### src/rtl/gray_pkg.sv
// Shared Gray/binary helpers and counter mode codes.
// Functions operate on GRAY_MAX_W-bit values; callers zero-extend narrower
// operands and truncate results. Upper zero bits do not disturb either
// conversion, so one definition serves every width up to GRAY_MAX_W.
package gray_pkg;

  localparam int MODE_WRAP  = 1;
  localparam int MODE_SAT   = 0;
  localparam int GRAY_MAX_W = 32;

  function automatic logic [GRAY_MAX_W-1:0] bin2gray(input logic [GRAY_MAX_W-1:0] b);
    return b ^ (b >> 1);
  endfunction

  // Prefix XOR from the MSB down.
  function automatic logic [GRAY_MAX_W-1:0] gray2bin(input logic [GRAY_MAX_W-1:0] g);
    logic [GRAY_MAX_W-1:0] b;
    b[GRAY_MAX_W-1] = g[GRAY_MAX_W-1];
    for (int i = GRAY_MAX_W-2; i >= 0; i--) b[i] = b[i+1] ^ g[i];
    return b;
  endfunction

endpackage

### src/rtl/gray_code_counter_conv.sv
// Combinational Gray-to-binary converter used on the counter load path.
module gray2bin_conv
  import gray_pkg::*;
#(
  parameter int WIDTH = 4
) (
  input  logic [WIDTH-1:0] gray,
  output logic [WIDTH-1:0] bin
);

  // Zero-extend, convert, truncate back to WIDTH.
  always_comb begin
    bin = WIDTH'(gray2bin(GRAY_MAX_W'(gray)));
  end

endmodule

### src/rtl/gray_code_counter.sv
// Registered up/down counter with Gray and binary outputs, wrap or saturate
// at the limits, and a Gray-coded parallel load.
// Optional macro GRAY_CNT_CHECK_EN adds err_o, a sticky flag raised when
// gray_o takes a multi-bit step that did not come from reset or load.
// WIDTH must be in 2..GRAY_MAX_W.
module gray_code_counter
  import gray_pkg::*;
#(
  parameter int WIDTH = 4,
  parameter int WRAP  = MODE_WRAP
) (
  input  logic             clk,
  input  logic             rst,
  input  logic             en,
  input  logic             up,
  input  logic             ld,
  input  logic [WIDTH-1:0] ld_gray,
  output logic [WIDTH-1:0] gray_o,
  output logic [WIDTH-1:0] bin_o,
`ifdef GRAY_CNT_CHECK_EN
  output logic             err_o,
`endif
  output logic             tc_o
);

  logic [WIDTH-1:0] ld_bin;
  logic [WIDTH-1:0] bin_nxt;
  logic [WIDTH-1:0] gray_nxt;
  logic             at_max, at_min, limit;

  gray2bin_conv #(.WIDTH(WIDTH)) u_conv (
    .gray (ld_gray),
    .bin  (ld_bin)
  );

  assign at_max = &bin_o;
  assign at_min = ~|bin_o;
  assign limit  = en & ~ld & (up ? at_max : at_min);

  // Next-state select: load beats count; saturation holds at the limit.
  always_comb begin
    bin_nxt = bin_o;
    if (ld)                                 bin_nxt = ld_bin;
    else if (en && !(limit && WRAP == MODE_SAT))
      bin_nxt = up ? bin_o + WIDTH'(1) : bin_o - WIDTH'(1);
    // Gray comes from the next-state value; a load takes ld_gray verbatim.
    gray_nxt = ld ? ld_gray : WIDTH'(bin2gray(GRAY_MAX_W'(bin_nxt)));
  end

  // Count registers; reset wins over load and enable.
  always_ff @(posedge clk) begin
    if (rst) begin
      bin_o  <= '0;
      gray_o <= '0;
      tc_o   <= 1'b0;
    end else begin
      bin_o  <= bin_nxt;
      gray_o <= gray_nxt;
      tc_o   <= limit;
    end
  end

`ifdef GRAY_CNT_CHECK_EN
  logic [WIDTH-1:0] gray_prev;
  logic [WIDTH-1:0] gray_diff;
  logic             fresh;   // current gray_o came from reset or load

  assign gray_diff = gray_o ^ gray_prev;

  // Sticky multi-bit-step detector on the registered Gray output.
  always_ff @(posedge clk) begin
    if (rst) begin
      err_o     <= 1'b0;
      fresh     <= 1'b1;
      gray_prev <= '0;
    end else begin
      fresh     <= ld;
      gray_prev <= gray_o;
      if (!fresh && ((gray_diff & (gray_diff - WIDTH'(1))) != '0))
        err_o <= 1'b1;
    end
  end
`endif

endmodule

### config.mk
export PLATFORM = sky130hd
export DESIGN_NAME = gray_code_counter
export DESIGN_NICKNAME = d
export VERILOG_FILES = /design/src/rtl/gray_pkg.sv /design/src/rtl/gray_code_counter_conv.sv /design/src/rtl/gray_code_counter.sv
export SDC_FILE = /design/constraint.sdc
export NUM_CORES = 1
export LEC_CHECK = 0
export BUFFER_PORTS_ARGS = -buffer_cell sky130_fd_sc_hd__buf_2
export CORE_AREA = 2 2 39 41
export DETAILED_ROUTE_END_ITERATION = 8
export DIE_AREA = 0 0 41 43
export PLACE_DENSITY = 0.65
export SYNTH_ARGS = -nofsm -noshare
export SYNTH_HDL_FRONTEND = slang
export SYNTH_SLANG_ARGS = --single-unit
### constraint.sdc
create_clock -name clk -period 1.9 [get_ports clk]
set_input_delay 0.095 -clock clk [delete_from_list [all_inputs] [get_ports clk]]
set_output_delay 0.095 -clock clk [all_outputs]
set_load 0.02 [all_outputs]
Word level (Yosys, flattened, before mapping)
Index checks and enable logic that the tools add are counted.
{ "word_totals": {"input_bits": 9, "reg_bits": 9, "word_cells": 20, "output_inout_bits": 9} }
{ "classes": {"mux": 5, "addsub": 2, "reduce_logical": 3, "bitwise_logic": 7} }
{ "op_table": {"columns": ["op", "count"], "rows": [
  ["$mux W4", 4],
  ["$add A4 B1 Y4 const B", 1],
  ["$reduce_and A4 Y1", 1],
  ["$reduce_or A4 Y1", 1],
  ["$sub A4 B1 Y4 const B", 1],
  ["$xor A4 B3 Y4", 1],
  ["$xor A1 B1 Y1", 3],
  ["$and A1 B1 Y1", 2],
  ["$logic_not A1 Y1", 1],
  ["$mux W1", 1],
  ["$not A1 Y1", 1]
]} }

Logic depth before layout (Yosys ltp)
{ "logic_depth": {"word_depth": 6, "mapped_depth": 7, "mapped_depth_nobuf": 7} }

Hierarchy
Synthesis repeated with hierarchy kept, for this count alone.
{ "unflattened": {"cells_unflattened": 71, "hier_area_um2": 615.6} }
{ "by_module_without_submodules": {"columns": ["module", "n_inst", "seq_area_each_um2", "area_per_inst_um2", "cells_each"], "rows": [
  ["gray_code_counter", 1, 180.2, 565.5, 66],
  ["gray2bin_conv", 1, 0.0, 50.0, 5]
]} }

Least setup slack after synthesis
OpenSTA, ideal clock, no wires.
{ "synth_path": {"path_type": "register to register", "start": "register bin_o[0]", "end": "register gray_o[2]", "required_ns": 1.785, "setup_ns": 0.115, "t_arrival_ns": 1.755, "period_less_slack_ns": 1.870, "path_buffers": 0, "stages_incl_launch_ff": 8, "setup_slack_ns": 0.030, "path_cell_list": "dfxtp_1 inv_1 fa_1 xnor2_1 mux2i_2 xnor2_1 xnor2_1 o21a_1"} }
{ "synth_between": {"elab_chain_cells": 6, "word_cells_on_any_way": 7, "classes_between": "add/sub (2); mux (4); bitwise (1)"} }
{ "synth_lines": {"columns": ["item", "line", "source"], "rows": [
  ["from (decl)", "gray_code_counter.sv:19", "output logic [WIDTH-1:0] bin_o,"],
  ["from (signal assigned)", "gray_code_counter.sv:57", "bin_o <= bin_nxt;"],
  ["$sub A4 B1 Y4 or $add A4 B1 Y4 (tied branches)", "gray_code_counter.sv:45", "bin_nxt = up ? bin_o + WIDTH'(1) : bin_o - WIDTH'(1);"],
  ["$mux W4 *", "gray_code_counter.sv:45", null],
  ["$mux W4 *", "gray_code_counter.sv:44", "else if (en && !(limit && WRAP == MODE_SAT))"],
  ["$mux W4 *", "gray_code_counter.sv:43", "if (ld) bin_nxt = ld_bin;"],
  ["$xor A4 B3 Y4 *", "gray_pkg.sv:12", "return b ^ (b >> 1);"],
  ["$mux W4 *", "gray_code_counter.sv:47", "gray_nxt = ld ? ld_gray : WIDTH'(bin2gray(GRAY_MAX_W'(bin_nxt)));"],
  ["to (signal assigned)", "gray_code_counter.sv:58", "gray_o <= gray_nxt;"],
  ["to (decl)", "gray_code_counter.sv:18", "output logic [WIDTH-1:0] gray_o,"]
]} }
Mark *: on every way between the ends. The rest lies on a longest branch, timed or not.
A chain may end at the register's enable or synchronous reset.

Final worst setup path
{ "layout_path": {"start": "register bin_o[1]", "end": "register gray_o[2]"} }
Same word-level chain as after synthesis.

==> results.json <==
{
  "avgSynthCellArea_sq_um": 9.22,
  "detailedPlace.worstSlack_ns": 0.173,
  "yosysUniqueCellTypes": 22,
  "worstPathMaxFanout": 4,
  "critPathArrivalTime_ns": 1.89,
  "synth_nets": 69,
  "rsz0062_at_grt": "no",
  "antenna_found_initial": 0,
  "max_slew_margin_pct": 82.3,
  "path_class": "flop to flop",
  "tns_ns": 0,
  "vias_per_cell": 4.82,
  "overflow": 0,
  "clk_path_buf_depth": 2,
  "drive_gt1_share_pct": 33.3,
  "hold_viol_final": 0,
  "nFillCells": 142,
  "power_mw": 0.536,
  "synth.top_cells.by_area": "dfxtp_1 30%, xnor2_1 10%, xor2_1 6.7%",
  "reg2reg_to": "gray_o[2]",
  "ys_ff_latch": 8,
  "synth_top_cell_by_area": "dfxtp_1",
  "numCtsBuffers": 3,
  "rrSetupSlack_ns": 0.16,
  "n_antenna_cell": 0,
  "netlist_instances": 57,
  "fin_util_pct": 45.5,
  "die_h_um": 43,
  "synth_warnings": 0,
  "track_usage_pct": 14.3,
  "drc": 0,
  "slew_violations": 0,
  "p_switching_mw": 0.186,
  "min_from": "ld_gray[0]",
  "io_buffers": 17,
  "ir_drop_mv": 0.368,
  "start_util_pct": 38.0,
  "avgRoutedWirePerCell_um": 10.8,
  "post-cts-setup-buffers": 0,
  "p_int_mw": 0.350,
  "grt_pass1_vias": 421,
  "max_freq_ghz": 0.574,
  "pwr-share-clk_pct": 24.5,
  "insertion_delay_ns": 0.25,
  "fin_nets": 89,
  "yosys.area.top_type_share_pct": 30.5,
  "cts_resized": 0,
  "root_buffer": "clkbuf_4",
  "drt-total-wl_um": 979,
  "cts_tree": "built",
  "outcome": "complete, no violations",
  "cp-end-kind": "flop",
  "min_path_type": "input pin to flop",
  "pwr-share-seq_pct": 37.2,
  "gp_congestion": 0.706,
  "path_clk_slew_ns": 0.06,
  "num_vias": 439,
  "postCtsHoldBufs": 0,
  "dpl.hpwl_um": 773,
  "ys_seq_area_share_pct": 30.5,
  "cts_htree_levels": 1,
  "tightest_slew_ns": 0.260,
  "cts.sinks": 8,
  "area_growth_pct": 19.8,
  "core_sq_um": 1380,
  "setup_violations": 0,
  "fin_crit_ns": 1.74,
  "rr_worst_depth": 7,
  "die_area_sq_um": 1760,
  "ios": 18,
  "maxCapViolCount": 0,
  "skew_ns": 0.00702,
  "die_w_um": 41,
  "hold_path_end": "gray_o[0]",
  "r2r-start": "bin_o[1]",
  "swShare_pct": 34.7,
  "holdPathStages": 3,
  "leakage_nw": 0.297,
  "syn_area_sq_um": 526,
  "min_period_over_period_pct": 91.8,
  "std_cell_rows": 14,
  "setup.worst_path.start_class": "flop",
  "grt_max_degree": 13,
  "grt_pass1_wl_mm": 1.69,
  "critPathRequiredTime_ns": 2.04,
  "detail-route-antenna-nets": 0,
  "setup_ws_ns": 0.156,
  "whs_ns": 0.108,
  "dr.first_iter.drc_count": 7,
  "p_per_area_nw_per_um2": 852,
  "combinationalPowerShare_pct": 38.3,
  "drt_first_pass_iters": 2
}
[critical path: stages (launching register included)]
cell	delay, ns
dfxtp_1	0.36
inv_1	0.09
fa_1	0.38
xnor2_1	0.14
mux2i_2	0.24
xnor2_1	0.17
xnor2_1	0.09
o21a_1	0.16
[metal layers]
metal	up-vias	share of wire [%]	routed length, um	GRT usage (%)
met3	2	6.6	65	3.14
li1	229	-	-	-
met5	-	0	0	0
met1	195	49	483	19.5
met4	0	1.1	11	10.0
met2	13	43	419	19.1
[power by group through the flow]
stage / logic [mW] / clock network, mW / registers, mW
2_1_floorplan: 0.130 / 0 / 0.229
3_3_place_gp: 0.204 / 0 / 0.203
3_5_place_dp: 0.206 / 0 / 0.203
4_1_cts: 0.207 / 0.140 / 0.200
5_1_grt: 0.230 / 0.150 / 0.202
6_report: 0.205 / 0.131 / 0.200
[logic make-up after synthesis]
family,after synthesis,share of synthesized area [%]
AO/OA/AOI/OAI,11,13.3
buffers and inverters,8,9.52
adder cells (fa/ha/maj),3,8.57
AND/OR/NAND/NOR,13,13.1
multiplexers,4,8.33
XOR/XNOR,10,16.7
flip-flops,8,30.5
[worst max-delay path by stage]
stage                   from        end  cells past startpoint
floorplan           bin_o[0]  gray_o[2]                      7
global placement    bin_o[1]  gray_o[2]                      7
detailed placement  bin_o[1]  gray_o[2]                      7
CTS                 bin_o[1]  gray_o[2]                      7
global route        bin_o[1]  gray_o[2]                      7
finish              bin_o[1]  gray_o[2]                      7
[placed cells by master, fill, tap and decap left out]
cell type  count
buf_2         17
ha_1           2
mux2i_1        3
mux2i_2        1
nor4_1         1
buf_4          1
dfxtp_1        8
o21ai_2        1
nand3_1        2
a211oi_1       1
nor2_1         7
fa_1           1
a21oi_2        1
nor4b_2        1
xnor2_1        6
a21oi_1        6
nor3_1         1
inv_1          5
and3_1         1
xor2_1         4
o21a_1         2
clkbuf_4       3
[synth_stat cells (all sizes together)]
library cell   n
a21oi          7
nor4           1
inv            5
xnor2          6
nor3           1
o21a           2
xor2           4
a211oi         1
nor4b          1
buf            1
mux2i          4
clkdlybuf4s25  1
clkbuf         1
fa             1
nand3          2
and3           1
dfxtp          8
o21ai          1
nor2           7
ha             2
[final cells by class]
class | instances | area [sq um] | share of cell area (%)
multi-input combinational | 41 | 315 | 50.1
timing repair buffer | 18 | 92.6 | 14.7
clock buffer | 3 | 22.5 | 3.58
inverter | 5 | 18.8 | 2.98
sequential | 8 | 160 | 25.4
tap | 16 | 20.0 | 3.18
[state kept, by name, summed over array words and instances (netlist names)]
signal / count
gray_o: 4
bin_o: 3
tc_o: 1
[through the flow]
step                cells  area, sq um
floorplan              57          526
global placement       88          607
detailed placement     88          607
CTS                    91          629
global route           91          629
finish                 91          629
Note: power is estimated with default switching activity, not from simulation.
